**src/rtl/layer_header_sequencer.sv**
```systemverilog
// layer_header_sequencer
// Walks the 32-entry layer header store on each frame start and presents each
// 128-bit header over a valid/ready handshake. Also runs a bulk layer clear
// through the store's active-low layer reset, and owns the controller-side
// layer/write-enable mux (host pass-through except while clearing).
// Optional feature macro: LAYER_SKIP_DISABLED_EN. When it is defined, layers
// whose header bit 0 (enable) is clear are examined but not presented.
module layer_header_sequencer (
    input  logic         clk,
    input  logic         reset,
    input  logic         frame_start,
    input  logic         clear_all_req,
    input  logic [4:0]   ctrl_layer_in,
    input  logic         ctrl_we_in,
    output logic [4:0]   hdr_rd_layer,
    input  logic [127:0] hdr_rd_data,
    output logic [4:0]   hdr_ctrl_layer,
    output logic         hdr_ctrl_we,
    output logic         hdr_clr_n,
    output logic         ctrl_stall,
    output logic         out_valid,
    input  logic         out_ready,
    output logic [4:0]   out_layer,
    output logic [127:0] out_header,
    output logic         frame_done,
    output logic         frame_overrun
);

    typedef enum logic [2:0] {
        S_IDLE,
        S_CLEAR,
        S_ADDR,
        S_CAPTURE,
        S_PRESENT,
        S_DONE
    } state_t;

    state_t         state_q, state_d;
    logic [4:0]     idx_q, idx_d;
    logic [4:0]     clr_idx_q, clr_idx_d;
    logic           pend_clr_q, pend_clr_d;
    logic           pend_scan_q, pend_scan_d;
    logic [4:0]     rd_layer_q, rd_layer_d;
    logic [4:0]     out_layer_q, out_layer_d;
    logic [127:0]   out_header_q, out_header_d;
    logic           scan_active;

    // A scan is in flight from ADDR through DONE; requests then are deferred or dropped.
    assign scan_active = (state_q == S_ADDR) || (state_q == S_CAPTURE) ||
                         (state_q == S_PRESENT) || (state_q == S_DONE);

    // State-derived outputs; the controller mux is only taken over while clearing.
    assign hdr_clr_n      = (state_q != S_CLEAR);
    assign ctrl_stall     = (state_q == S_CLEAR);
    assign hdr_ctrl_layer = (state_q == S_CLEAR) ? clr_idx_q : ctrl_layer_in;
    assign hdr_ctrl_we    = (state_q == S_CLEAR) ? 1'b0 : ctrl_we_in;
    assign hdr_rd_layer   = (state_q == S_ADDR) ? idx_q : rd_layer_q;
    assign out_valid      = (state_q == S_PRESENT);
    assign out_layer      = out_layer_q;
    assign out_header     = out_header_q;
    assign frame_done     = (state_q == S_DONE);
    assign frame_overrun  = scan_active && frame_start;

    // Next-state, index and pending-request logic.
    always_comb begin
        state_d      = state_q;
        idx_d        = idx_q;
        clr_idx_d    = clr_idx_q;
        pend_clr_d   = pend_clr_q;
        pend_scan_d  = pend_scan_q;
        rd_layer_d   = rd_layer_q;
        out_layer_d  = out_layer_q;
        out_header_d = out_header_q;

        // A clear requested mid-scan waits for the next IDLE.
        if (scan_active && clear_all_req) begin
            pend_clr_d = 1'b1;
        end

        case (state_q)
            S_IDLE: begin
                if (pend_clr_q || clear_all_req) begin
                    state_d    = S_CLEAR;
                    clr_idx_d  = 5'd0;
                    pend_clr_d = 1'b0;
                    if (frame_start) begin
                        pend_scan_d = 1'b1;
                    end
                end else if (pend_scan_q || frame_start) begin
                    state_d     = S_ADDR;
                    idx_d       = 5'd0;
                    pend_scan_d = 1'b0;
                end
            end
            S_CLEAR: begin
                if (frame_start) begin
                    pend_scan_d = 1'b1;
                end
                clr_idx_d = clr_idx_q + 5'd1;
                if (clr_idx_q == 5'd31) begin
                    state_d = S_IDLE;
                end
            end
            S_ADDR: begin
                rd_layer_d = idx_q;
                state_d    = S_CAPTURE;
            end
            S_CAPTURE: begin
`ifdef LAYER_SKIP_DISABLED_EN
                if (!hdr_rd_data[0]) begin
                    if (idx_q == 5'd31) begin
                        state_d = S_DONE;
                    end else begin
                        idx_d   = idx_q + 5'd1;
                        state_d = S_ADDR;
                    end
                end else begin
                    out_header_d = hdr_rd_data;
                    out_layer_d  = idx_q;
                    state_d      = S_PRESENT;
                end
`else
                out_header_d = hdr_rd_data;
                out_layer_d  = idx_q;
                state_d      = S_PRESENT;
`endif
            end
            S_PRESENT: begin
                if (out_ready) begin
                    if (idx_q == 5'd31) begin
                        state_d = S_DONE;
                    end else begin
                        idx_d   = idx_q + 5'd1;
                        state_d = S_ADDR;
                    end
                end
            end
            S_DONE: begin
                state_d = S_IDLE;
            end
            default: begin
                state_d = S_IDLE;
            end
        endcase
    end

    // State register with asynchronous reset.
    always_ff @(posedge clk or posedge reset) begin
        if (reset) begin
            state_q      <= S_IDLE;
            idx_q        <= 5'd0;
            clr_idx_q    <= 5'd0;
            pend_clr_q   <= 1'b0;
            pend_scan_q  <= 1'b0;
            rd_layer_q   <= 5'd0;
            out_layer_q  <= 5'd0;
            out_header_q <= 128'd0;
        end else begin
            state_q      <= state_d;
            idx_q        <= idx_d;
            clr_idx_q    <= clr_idx_d;
            pend_clr_q   <= pend_clr_d;
            pend_scan_q  <= pend_scan_d;
            rd_layer_q   <= rd_layer_d;
            out_layer_q  <= out_layer_d;
            out_header_q <= out_header_d;
        end
    end

endmodule

```
**config.mk**
```make
export PLATFORM = sky130hd
export DESIGN_NAME = layer_header_sequencer
export DESIGN_NICKNAME = d
export VERILOG_FILES = /design/src/rtl/layer_header_sequencer.sv
export SDC_FILE = /design/constraint.sdc
export NUM_CORES = 1
export LEC_CHECK = 0
export ABC_AREA = 1
export BUFFER_PORTS_ARGS = -buffer_cell sky130_fd_sc_hd__buf_2
export CAP_MARGIN = 10
export CORE_MARGIN = 8
export CORE_UTILIZATION = 34
export DETAILED_ROUTE_END_ITERATION = 8
export GPL_ROUTABILITY_DRIVEN = 0
export SLEW_MARGIN = 20
export SYNTH_ARGS = -nofsm -noshare
export SYNTH_HDL_FRONTEND = slang
export SYNTH_SLANG_ARGS = --single-unit
```
**constraint.sdc**
```tcl
create_clock -name clk -period 5.9 [get_ports clk]
set_clock_uncertainty 0.1 [all_clocks]
set_input_delay 0.59 -clock clk [delete_from_list [all_inputs] [get_ports clk]]
set_output_delay 0.59 -clock clk [all_outputs]
set_load 0.02 [all_outputs]
```
# Word-level counts from Yosys, hierarchy flattened
# Cells that the tools add are included.
# Widths: inputs -> output; s select.
# classes
addsub,2
eq_ne,15
muxes,23
n_reduce_logical,14
# ops
cell,n
$mux 5,7
$pmux 5 s2,2
$mux 3,5
$pmux 3 s5,1
$add 5x1->5 const B,2
$eq 5x5->1 const B,2
$ne 2x2->1 const B,4
$mux 1,7
$eq 3x2->1 const B,2
$eq 3x3->1 const B,2
$logic_or 1x1->1,5
$reduce_and 5->1,1
$ne 2x1->1 const B,2
$reduce_and 2->1,2
$reduce_bool 2->1,2
$eq 3x1->1 const B,1
$logic_not 3->1,1
$ne 3x1->1 const B,1
$ne 3x3->1 const B,1
$reduce_and 3->1,1
$logic_and 1x1->1,2
$pmux 1 s2,1
# totals
ff_bits,153
output_inout_bits,149
word_cells,62

# Depth between registers and ports, before layout
# Gate-level depths: netlist (run 1).
# depth
ltp_word,8
ltp_mapped,9
ltp_nobuf,9

# Worst setup path before layout (run 1)
# OpenSTA, ideal clock, no wires.
# synth_timing
path_type,flip-flop to output port
start,reg state_q[2]
end,out hdr_ctrl_layer[1]
arrival_time_ps,1584
slack_ps,3626
path_stages_with_launch,6
n_path_buf,2
cell_sequence,dfrtp_1 buf_6 nor2_1 nand2_1 clkbuf_1 o21ai_0
# synth_via
elab_chain_cells,2
# synth_lines
item,line_no,source
start: declaration,38,"state_t state_q, state_d;"
start signal: assignment,159,state_q <= state_d;
$eq 3x1->1,55,assign hdr_ctrl_layer = (state_q == S_CLEAR) ? clr_idx_q : ctrl_layer_in;
$mux 5,55,
end: declaration,17,"output logic [4:0] hdr_ctrl_layer,"
# No other way between the ends.

# Worst setup path after layout (run 1)
# layout_timing
start,reg state_q[2]
end,out hdr_ctrl_layer[0]
# Same word-level chain as after synthesis.

==> impl_metrics.env, run 1 <==
export IMPL_status="completed"
export IMPL_path_delay_family="simple AND/OR/NAND/NOR gates"
export IMPL_vias_per_cell=4.47
export IMPL_grt_overflow=0
export IMPL_numCtsBuffers=17
export IMPL_cts_sinks=153
export IMPL_async_reset_ff_share_pct=100
export IMPL_muxShareOfSynthArea_pct=28.0
export IMPL_grt_max_degree=86
export IMPL_drc=0
export IMPL_clockRootBuffer="clkbuf_16"
export IMPL_r2r_start="state_q[2]$_DFFE_PP0P_"
export IMPL_clk_path_buf_depth=2
export IMPL_htreeDepth=4
export IMPL_fmax_mhz=362
export IMPL_hold_buffers=0
export IMPL_cpPeakStageDelay_ns=0.49
export IMPL_die_width_um=154
export IMPL_postCtsSetupBuffers=0
export IMPL_worstMarginPinSlew_ns=0.966
export IMPL_synthSimpleGateAreaFrac_pct=6.27
export IMPL_drt_iter0_drc=164
export IMPL_cts_tree="yes"
export IMPL_synthXorXnorAreaFrac_pct=0
export IMPL_fp_row_count=50
export IMPL_syn2layout_area_growth_pct=33.2
export IMPL_critPathMaxFanout=15
export IMPL_holdWs_ns=0.216
export IMPL_drive_gt1_share_pct=60.3
export IMPL_antenna_found_initial=0
export IMPL_ant_nets=0
export IMPL_nets=881
export IMPL_cap_violations=0
export IMPL_synth_enable_flop_cells=0
export IMPL_initial_core_util_pct=34.7
export IMPL_cp_data_arrival_time_ns=2.07
export IMPL_syn_area_um2=6480
export IMPL_p_leak_nw=4.65
export IMPL_synth_top_family_by_area="multiplexers"
export IMPL_portBuffers=287
export IMPL_hold_viol=0
export IMPL_clkTransAtPathRegs_ns=0.07
export IMPL_cp_cell_sequence="nor2_1, nand2_1, inv_1, nor2_1, nor2_1, buf_2"
export IMPL_vias=4400
export IMPL_slew_violations=0
export IMPL_grtUsageTotal_pct=13.9
export IMPL_period_needed_ns=2.76
export IMPL_path_class="reg2out"
export IMPL_synth_compound_area_share_pct=2.03
export IMPL_p_per_area_nw_per_um2=598
export IMPL_synth_distinct_cells=23
export IMPL_setup_viol_count_final=0
export IMPL_synth_avg_cell_area_um2=14.5
export IMPL_worst_path_buf_inv=2
export IMPL_grt_first_pass_wirelength_um=26300
export IMPL_required_ns=5.21
export IMPL_grt_pass1_vias=4714
export IMPL_synthFlopType="dfrtp_1"
export IMPL_clock_latency_ns=0.41
export IMPL_ys_ff_latch=153
export IMPL_end_kind="primary output"
export IMPL_synthAdderAreaFrac_pct=0.772
export IMPL_die_area_um2=23700
export IMPL_rrSetupSlack_ns=3.21
export IMPL_setup_tns_final_ns=0
export IMPL_synth_cells=448
export IMPL_core_area_um2=18700
export IMPL_dp_hpwl_um=12200
export IMPL_ys_seq_area_share_pct=59.1
export IMPL_min_period_over_period_pct=46.8
export IMPL_worst_path_most_repeated_cell="nor2_1"
export IMPL_firstDrtPassIters=4
export IMPL_rsz0062_at_grt="false"
export IMPL_ir_drop_v=0.000257
export IMPL_reg2regPathDepth=4
export IMPL_synth_net_count=591
export IMPL_ys_warn_count=0
export IMPL_hold_path_class="in2async"
export IMPL_cts_resized=0
export IMPL_crit_path_start_kind="register"
export IMPL_n_antenna_cell=0
export IMPL_io_pins=288
export IMPL_relSlewSlack_pct=35.6
export IMPL_wire_per_inst_um=16.7
export IMPL_die_h_um=154
export IMPL_drt_wl_total_um=16500
export IMPL_reg2reg_to="out_header[12]$_DFFE_PP0P_"
export IMPL_worst_path_max_delay_cell="dfrtp_1"
## through the flow
stage / cell area (um^2) / setup slack (ns) / total power [mW] / std cells / utilization, %
6_report: 8630 / 3.14 / 5.16 / 985 / 46.2
5_1_grt: 8630 / 2.90 / 5.48 / 985 / 46.2
4_1_cts: 8630 / 3.08 / 5.25 / 985 / 46.2
3_5_place_dp: 8080 / 3.15 / 4.18 / 953 / 43.2
3_3_place_gp: 8080 / 3.16 / 4.16 / 953 / 43.2
2_1_floorplan: 6480 / 1.09 / 3.44 / 448 / -
## layout make-up
class / instances / area, um^2
flip-flops and latches: 153 / 3830
multi-input cells: 253 / 2410
inverters: 24 / 95.1
clock inverters: 13 / 109
repair buffers: 289 / 1450
clock buffers: 19 / 443
well taps: 234 / 293
fillers: 1702 / 10100
## power breakdown
part	switching (mW)	internal, mW
registers	0.259	1.53
clock network	0.456	0.560
logic	1.28	1.08
## placed cells by master, fill, tap and decap left out, drive strengths merged, types with 5 or more instances in the layout
cell / count
buf: 289
clkbuf: 19
clkinvlp: 6
dfrtp: 153
inv: 30
mux2: 128
nand2: 51
nand3: 11
nand4: 5
nor2: 25
o21ai: 21
## routing by layer
metal  global-route usage, %  wire length [um]  up-vias  share of wire [%]
li1                        -                 -     2101                  -
met1                    16.1              6970     2118                 42
met2                    23.3              8010      169                 49
met3                    5.91              1330       12                8.1
met4                    3.36               168        0                1.0
met5                       0                 0        -                  0
## logic make-up (layout without fill, tap and decap cells)
group                    count (synthesis)  after routing
adder cells (fa/ha/maj)                  4              4
flip-flops                             153            153
multiplexers                           128            128
AO/OA/AOI/OAI                           26             26
buffers and inverters                   42            345
AND/OR/NAND/NOR                         95             95
## Yosys cell counts (4+ instances only)
cell | number | area share (%)
nand3_1 | 10 | 0.77
mux2_4 | 99 | 23
buf_2 | 4 | 0.31
nand4_1 | 5 | 0.48
mux2_2 | 29 | 5.0
dfrtp_1 | 153 | 59
o21ai_0 | 20 | 1.5
ha_1 | 4 | 0.77
inv_1 | 23 | 1.3
buf_6 | 12 | 2.1
nand2_1 | 50 | 2.9
nor2_1 | 24 | 1.4
a21oi_1 | 4 | 0.31
## sequential cells by signal, indices dropped and copies added (netlist names)
register / cells
pend_clr_q: 1
pend_scan_q: 1
out_layer: 5
state_q: 3
clr_idx_q: 5
out_header: 128
rd_layer_q: 5
idx_q: 5
## how the worst max path moves through the flow
stage | startpoint | cells past startpoint | to
floorplan | reset | 1 | clr_idx_q[0]$_DFFE_PP0P_
global placement | state_q[2]$_DFFE_PP0P_ | 4 | out_header[8]$_DFFE_PP0P_
detailed placement | state_q[2]$_DFFE_PP0P_ | 4 | out_header[12]$_DFFE_PP0P_
CTS | state_q[2]$_DFFE_PP0P_ | 6 | hdr_ctrl_layer[0]
global route | state_q[2]$_DFFE_PP0P_ | 6 | hdr_ctrl_layer[0]
finish | state_q[2]$_DFFE_PP0P_ | 6 | hdr_ctrl_layer[0]
Power figures use the tool's default switching activity.
==> inputs of run 2 (changes only) <==
Clock period 5.9 ns to 2.6 ns, I/O delays scaled along.
==> run 2 against run 1 <==
Effect of this change: clock power up 120%; register-to-register slack worse by 2.6 ns; combinational power up 140%; core utilization up 7.5 points; setup slack worse by 2.9 ns; wire length up 17%; die area unchanged.
==> impl_metrics.env, run 2 (synthesis results as in run 1) <==
export IMPL_cpPeakStageDelay_ns=0.49
export IMPL_hold_viol=0
export IMPL_placed_cells=961
export IMPL_fmax_mhz=429
export IMPL_worst_path_buf_inv=2
export IMPL_min_period_over_period_pct=89.6
export IMPL_setup_viol_count_final=0
export IMPL_cts_sinks=153
export IMPL_largest_reg_flops=128
export IMPL_crit_path_start_kind="register"
export IMPL_die_area_um2=23700
export IMPL_cts_tree="yes"
export IMPL_vias=5063
export IMPL_rsz0062_at_grt="false"
export IMPL_drt_wl_total_um=19300
export IMPL_dp_hpwl_um=12900
export IMPL_clk_path_buf_depth=2
export IMPL_fin_ws_ns=0.270
export IMPL_critPathMaxFanout=15
export IMPL_final_core_util_pct=53.7
export IMPL_startpoint="state_q[2]$_DFFE_PP0P_"
export IMPL_htreeDepth=4
export IMPL_worstMarginPinSlew_ns=0.464
export IMPL_p_leak_nw=5.25
export IMPL_core_area_um2=18700
export IMPL_ant_nets=0
export IMPL_worst_path_max_delay_cell="dfrtp_1"
export IMPL_path_delay_family="simple AND/OR/NAND/NOR gates"
export IMPL_top_layer_used="met4"
export IMPL_syn2layout_area_growth_pct=54.9
export IMPL_die_h_um=154
export IMPL_numCtsBuffers=17
export IMPL_cap_violations=0
export IMPL_wl_met3_um=1410
export IMPL_hold_path_class="in2reg"
export IMPL_final_cell_mix="287 x buf_2, 153 x dfrtp_1, 129 x dlygate4sd3_1"
export IMPL_antenna_found_initial=1
export IMPL_worst_path_most_repeated_cell="nor2_1"
export IMPL_wl_met2_um=9540
export IMPL_firstDrtPassIters=4
export IMPL_drt_iter0_drc=190
export IMPL_grt_pass1_vias=5600
export IMPL_portBuffers=287
export IMPL_period_needed_ns=2.33
export IMPL_drc=0
export IMPL_die_width_um=154
export IMPL_stdcell_count=1122
export IMPL_p_per_area_nw_per_um2=1200
export IMPL_grt_overflow=0
export IMPL_hp_start="frame_start"
export IMPL_r2r_start="idx_q[0]$_DFFE_PP0P_"
export IMPL_slew_violations=0
export IMPL_clock_latency_ns=0.41
export IMPL_required_ns=2.24
export IMPL_vias_per_cell=4.51
export IMPL_cp_cell_sequence="nor2_1, nand2_1, inv_1, nor2_1, nor2_1, buf_2"
export IMPL_fp_row_count=50
export IMPL_mostFrequentLayoutCell="buf_2"
export IMPL_relSlewSlack_pct=69.0
export IMPL_grt_first_pass_wirelength_um=31100
export IMPL_nets=1018
export IMPL_initial_core_util_pct=34.7
export IMPL_grt_max_degree=59
export IMPL_setup_tns_final_ns=0
export IMPL_drive_gt1_share_pct=52.0
export IMPL_clockRootBuffer="clkbuf_16"
export IMPL_end_kind="primary output"
export IMPL_path_class="reg2out"
export IMPL_cp_data_arrival_time_ns=1.97
export IMPL_drt_met1_wl_um=7830
export IMPL_io_pins=288
export IMPL_grtUsageTotal_pct=16.5
export IMPL_ir_drop_v=0.000559
export IMPL_wire_per_inst_um=17.2
export IMPL_cts_resized=0
export IMPL_status="completed"
export IMPL_clkTransAtPathRegs_ns=0.07
export IMPL_dp_slack_ns=0.664
## run 2: cell types whose count changed in the layout (fill, tap and decap cells not counted)
cell,change
buf_12,+5
diode_2,+1
inv_6,-2
buf_4,+3
clkbuf_1,-1
dlygate4sd3_1,+129
clkbuf_8,-1
clkinvlp_4,+1
clkinv_2,+1
inv_8,+1
## run 2: tightest hold or removal path, cell delays in order
cell and delay (ns):
buf_2 0.11, a21oi_1 0.07, nor2_1 0.09
## run 2: per-layer routing
layer  track usage, %  up-vias
met1             19.2     2443
met3             5.04       33
met2             27.7      210
met5                0        -
met4             6.77        0
li1                 -     2377
## run 2: worst paths after layout
| kind | to | slack, ns | depth (start not counted) |
|---|---|---|---|
| max in group asynchronous | out_header[122]$_DFFE_PP0P_ | 1.43 | 4 |
| min reg2reg | out_layer[1]$_DFFE_PP0P_ | 0.38 | 2 |
| max | hdr_ctrl_layer[0] | 0.27 | 6 |
| min in group asynchronous | out_header[100]$_DFFE_PP0P_ | 0.31 | 3 |
| min | pend_scan_q$_DFFE_PP0P_ | 0.06 | 3 |
| max reg2reg | idx_q[3]$_DFFE_PP0P_ | 0.64 | 8 |
## run 2: stage by stage
stage | hold WS (ns) | power, mW | cell area [um^2]
floorplan | 0.309 | 7.80 | 6490
global placement | 0.199 | 9.49 | 8200
detailed placement | 0.202 | 9.56 | 8200
CTS | 0.0311 | 12.1 | 10000
global route | 0.0884 | 12.7 | 10000
finish | 0.0641 | 12.0 | 10000
## run 2: timing repair
action | in CTS | in global routing
setup buffers | 0 | 0
hold buffers | 129 | 0
endpoints found under the hold margin | 142 | 0
## run 2: cell type report
| class | instances | area (um^2) |
|---|---|---|
| flip-flops and latches | 153 | 3830 |
| inverters | 24 | 93.8 |
| multi-input cells | 253 | 2410 |
| well taps | 234 | 293 |
| diodes | 1 | 2.50 |
| clock inverters | 14 | 116 |
| clock buffers | 17 | 425 |
| fillers | 1548 | 8670 |
| repair buffers | 426 | 2870 |
## run 2: where the power goes
| group | switching, mW | internal (mW) | leakage (nW) | total [mW] |
|---|---|---|---|---|
| Sequential | 0.639 | 3.49 | 1.83 | 4.12 |
| Combinational | 3.01 | 2.60 | 3.17 | 5.61 |
| Clock | 1.05 | 1.24 | 0.249 | 2.29 |
| Total | 4.69 | 7.33 | 5.25 | 12.0 |
==> inputs of run 3 (changes only) <==
Settings changed: BUFFER_PORTS_ARGS -buffer_cell sky130_fd_sc_hd__buf_2 to default, DONT_BUFFER_PORTS from default to 1.
==> run 3 against run 2 <==
Effect of this change: sequential cell count unchanged; largest power group is now registers; hold slack worse by 0.0094 ns; sequential power up 40%; count of clock-buffer cells in the layout is the same; combinational power fell by 48%; fmax shrank 2.5%; critical path type unchanged; setup slack lost 0.061 ns; first-iteration DRC count down 14%; critical path depth down 1; highest routed layer unchanged.
==> impl_metrics.env, run 3 (synthesis results as in run 1) <==
export IMPL_status="completed"
export IMPL_htreeDepth=4
export IMPL_drt_wl_total_um=17300
export IMPL_cpPeakStageDelay_ns=0.50
export IMPL_drt_iter0_drc=164
export IMPL_slew_violations=0
export IMPL_drc=0
export IMPL_die_h_um=154
export IMPL_period_needed_ns=2.39
export IMPL_final_cell_mix="153 x dfrtp_1, 131 x dlygate4sd3_1, 99 x mux2_4"
export IMPL_portBuffers=0
export IMPL_rsz0062_at_grt="false"
export IMPL_grtUsageTotal_pct=14.4
export IMPL_min_period_over_period_pct=91.9
export IMPL_dp_slack_ns=0.485
export IMPL_clockRootBuffer="clkbuf_16"
export IMPL_crit_path_start_kind="register"
export IMPL_nets=738
export IMPL_cp_data_arrival_time_ns=2.03
export IMPL_setup_viol_count_final=0
export IMPL_setup_tns_final_ns=0
export IMPL_cts_sinks=153
export IMPL_drive_gt1_share_pct=29.8
export IMPL_vias_per_cell=4.80
export IMPL_initial_core_util_pct=34.7
export IMPL_fin_ws_ns=0.209
export IMPL_grt_first_pass_wirelength_um=26700
export IMPL_io_pins=288
export IMPL_vias=4038
export IMPL_clkTransAtPathRegs_ns=0.06
export IMPL_syn2layout_area_growth_pct=33.8
export IMPL_end_kind="primary output"
export IMPL_die_width_um=154
export IMPL_wire_per_inst_um=20.5
export IMPL_cap_violations=0
export IMPL_p_per_area_nw_per_um2=1280
export IMPL_relSlewSlack_pct=66.9
export IMPL_worst_path_most_repeated_cell="nor2_1"
export IMPL_final_core_util_pct=46.4
export IMPL_critPathMaxFanout=9
export IMPL_firstDrtPassIters=4
export IMPL_ir_drop_v=0.000544
export IMPL_rrSetupSlack_ns=0.67
export IMPL_cp_cell_sequence="nor2_1, nand2_1, inv_1, nor2_1, nor2_1"
export IMPL_grt_max_degree=91
export IMPL_core_area_um2=18700
export IMPL_hold_path_class="in2reg"
export IMPL_grt_overflow=0
export IMPL_largest_reg_flops=128
export IMPL_p_leak_nw=4.14
export IMPL_fmax_mhz=418
export IMPL_numCtsBuffers=17
export IMPL_worstMarginPinSlew_ns=0.497
export IMPL_path_delay_family="simple AND/OR/NAND/NOR gates"
export IMPL_path_class="reg2out"
export IMPL_worst_path_buf_inv=1
export IMPL_n_antenna_cell=0
export IMPL_clk_path_buf_depth=2
export IMPL_die_area_um2=23700
export IMPL_clock_latency_ns=0.41
export IMPL_dp_hpwl_um=11700
export IMPL_worst_path_max_delay_cell="dfrtp_1"
export IMPL_antenna_found_initial=0
export IMPL_fp_row_count=50
export IMPL_hold_viol=0
export IMPL_required_ns=2.24
export IMPL_mostFrequentLayoutCell="dfrtp_1"
export IMPL_grt_pass1_vias=4526
export IMPL_power_mw=11.1
export IMPL_cts_tree="yes"
export IMPL_ant_nets=0
run 3: cell types whose count changed in the layout (fill, tap and decap cells not counted):
| cell | change |
|---|---|
| buf_12 | -1 |
| clkinvlp_4 | -2 |
| nor2_1 | -2 |
| diode_2 | -1 |
| bufinv_16 | +1 |
| inv_6 | +2 |
| clkinv_4 | +2 |
| nor2_2 | +2 |
| dlygate4sd3_1 | +2 |
| inv_8 | -2 |
| buf_4 | +6 |
| clkinv_2 | -1 |
| buf_2 | -287 |
run 3: tightest hold or removal path, delay by kind of cell:
kind / cells / cell delay [ns]
and+or+nand+nor: 2 / 0.22
buffers and inverters: 1 / 0.04
run 3: per-stage QoR:
step           cell area, um^2  hold slack [ns]  cells
5_1_grt                   8670           0.0593    841
2_1_floorplan             6490            0.309    448
6_report                  8670           0.0547    841
3_3_place_gp              6790            0.176    679
4_1_cts                   8670           0.0279    841
3_5_place_dp              6790            0.191    679
run 3: layout make-up:
| cell class | count | area [um^2] |
|---|---|---|
| inverters | 24 | 93.8 |
| fillers | 1562 | 10000 |
| clock inverters | 14 | 139 |
| clock buffers | 17 | 425 |
| well taps | 234 | 293 |
| multi-input cells | 253 | 2420 |
| repair buffers | 146 | 1470 |
| flip-flops and latches | 153 | 3830 |
run 3: report_power, final:
group	total (mW)	internal, mW	leakage (nW)	switching, mW
combinational	2.93	1.82	2.05	1.11
sequential	5.77	3.47	1.83	2.30
clock	2.36	1.33	0.264	1.03
total	11.1	6.63	4.14	4.43
run 3: final timing paths:
check / start / end / depth (start not counted)
worst max-delay path: state_q[2]$_DFFE_PP0P_ / hdr_ctrl_layer[0] / 5
worst min-delay path: out_ready / state_q[2]$_DFFE_PP0P_ / 3
worst max register to register: idx_q[0]$_DFFE_PP0P_ / idx_q[2]$_DFFE_PP0P_ / 8
worst min register to register: idx_q[4]$_DFFE_PP0P_ / idx_q[4]$_DFFE_PP0P_ / 2
max in group asynchronous: reset / out_header[1]$_DFFE_PP0P_ / 3
min in group asynchronous: reset / out_header[109]$_DFFE_PP0P_ / 3
run 3: what timing repair did:
item | CTS | global route
endpoints found under the hold margin | 283 | 0
buffers inserted | 0 | 0
hold buffers | 131 | 0
resized for setup | 0 | 2
setup endpoints to repair | 0 | 1
run 3: metal layers:
layer,global-route usage [%],share of wire (%),vias up
li1,-,-,1811
met1,15.5,38,2010
met2,25.0,51,197
met3,6.42,9.6,20
met4,4.48,1.4,0
met5,0,0,-
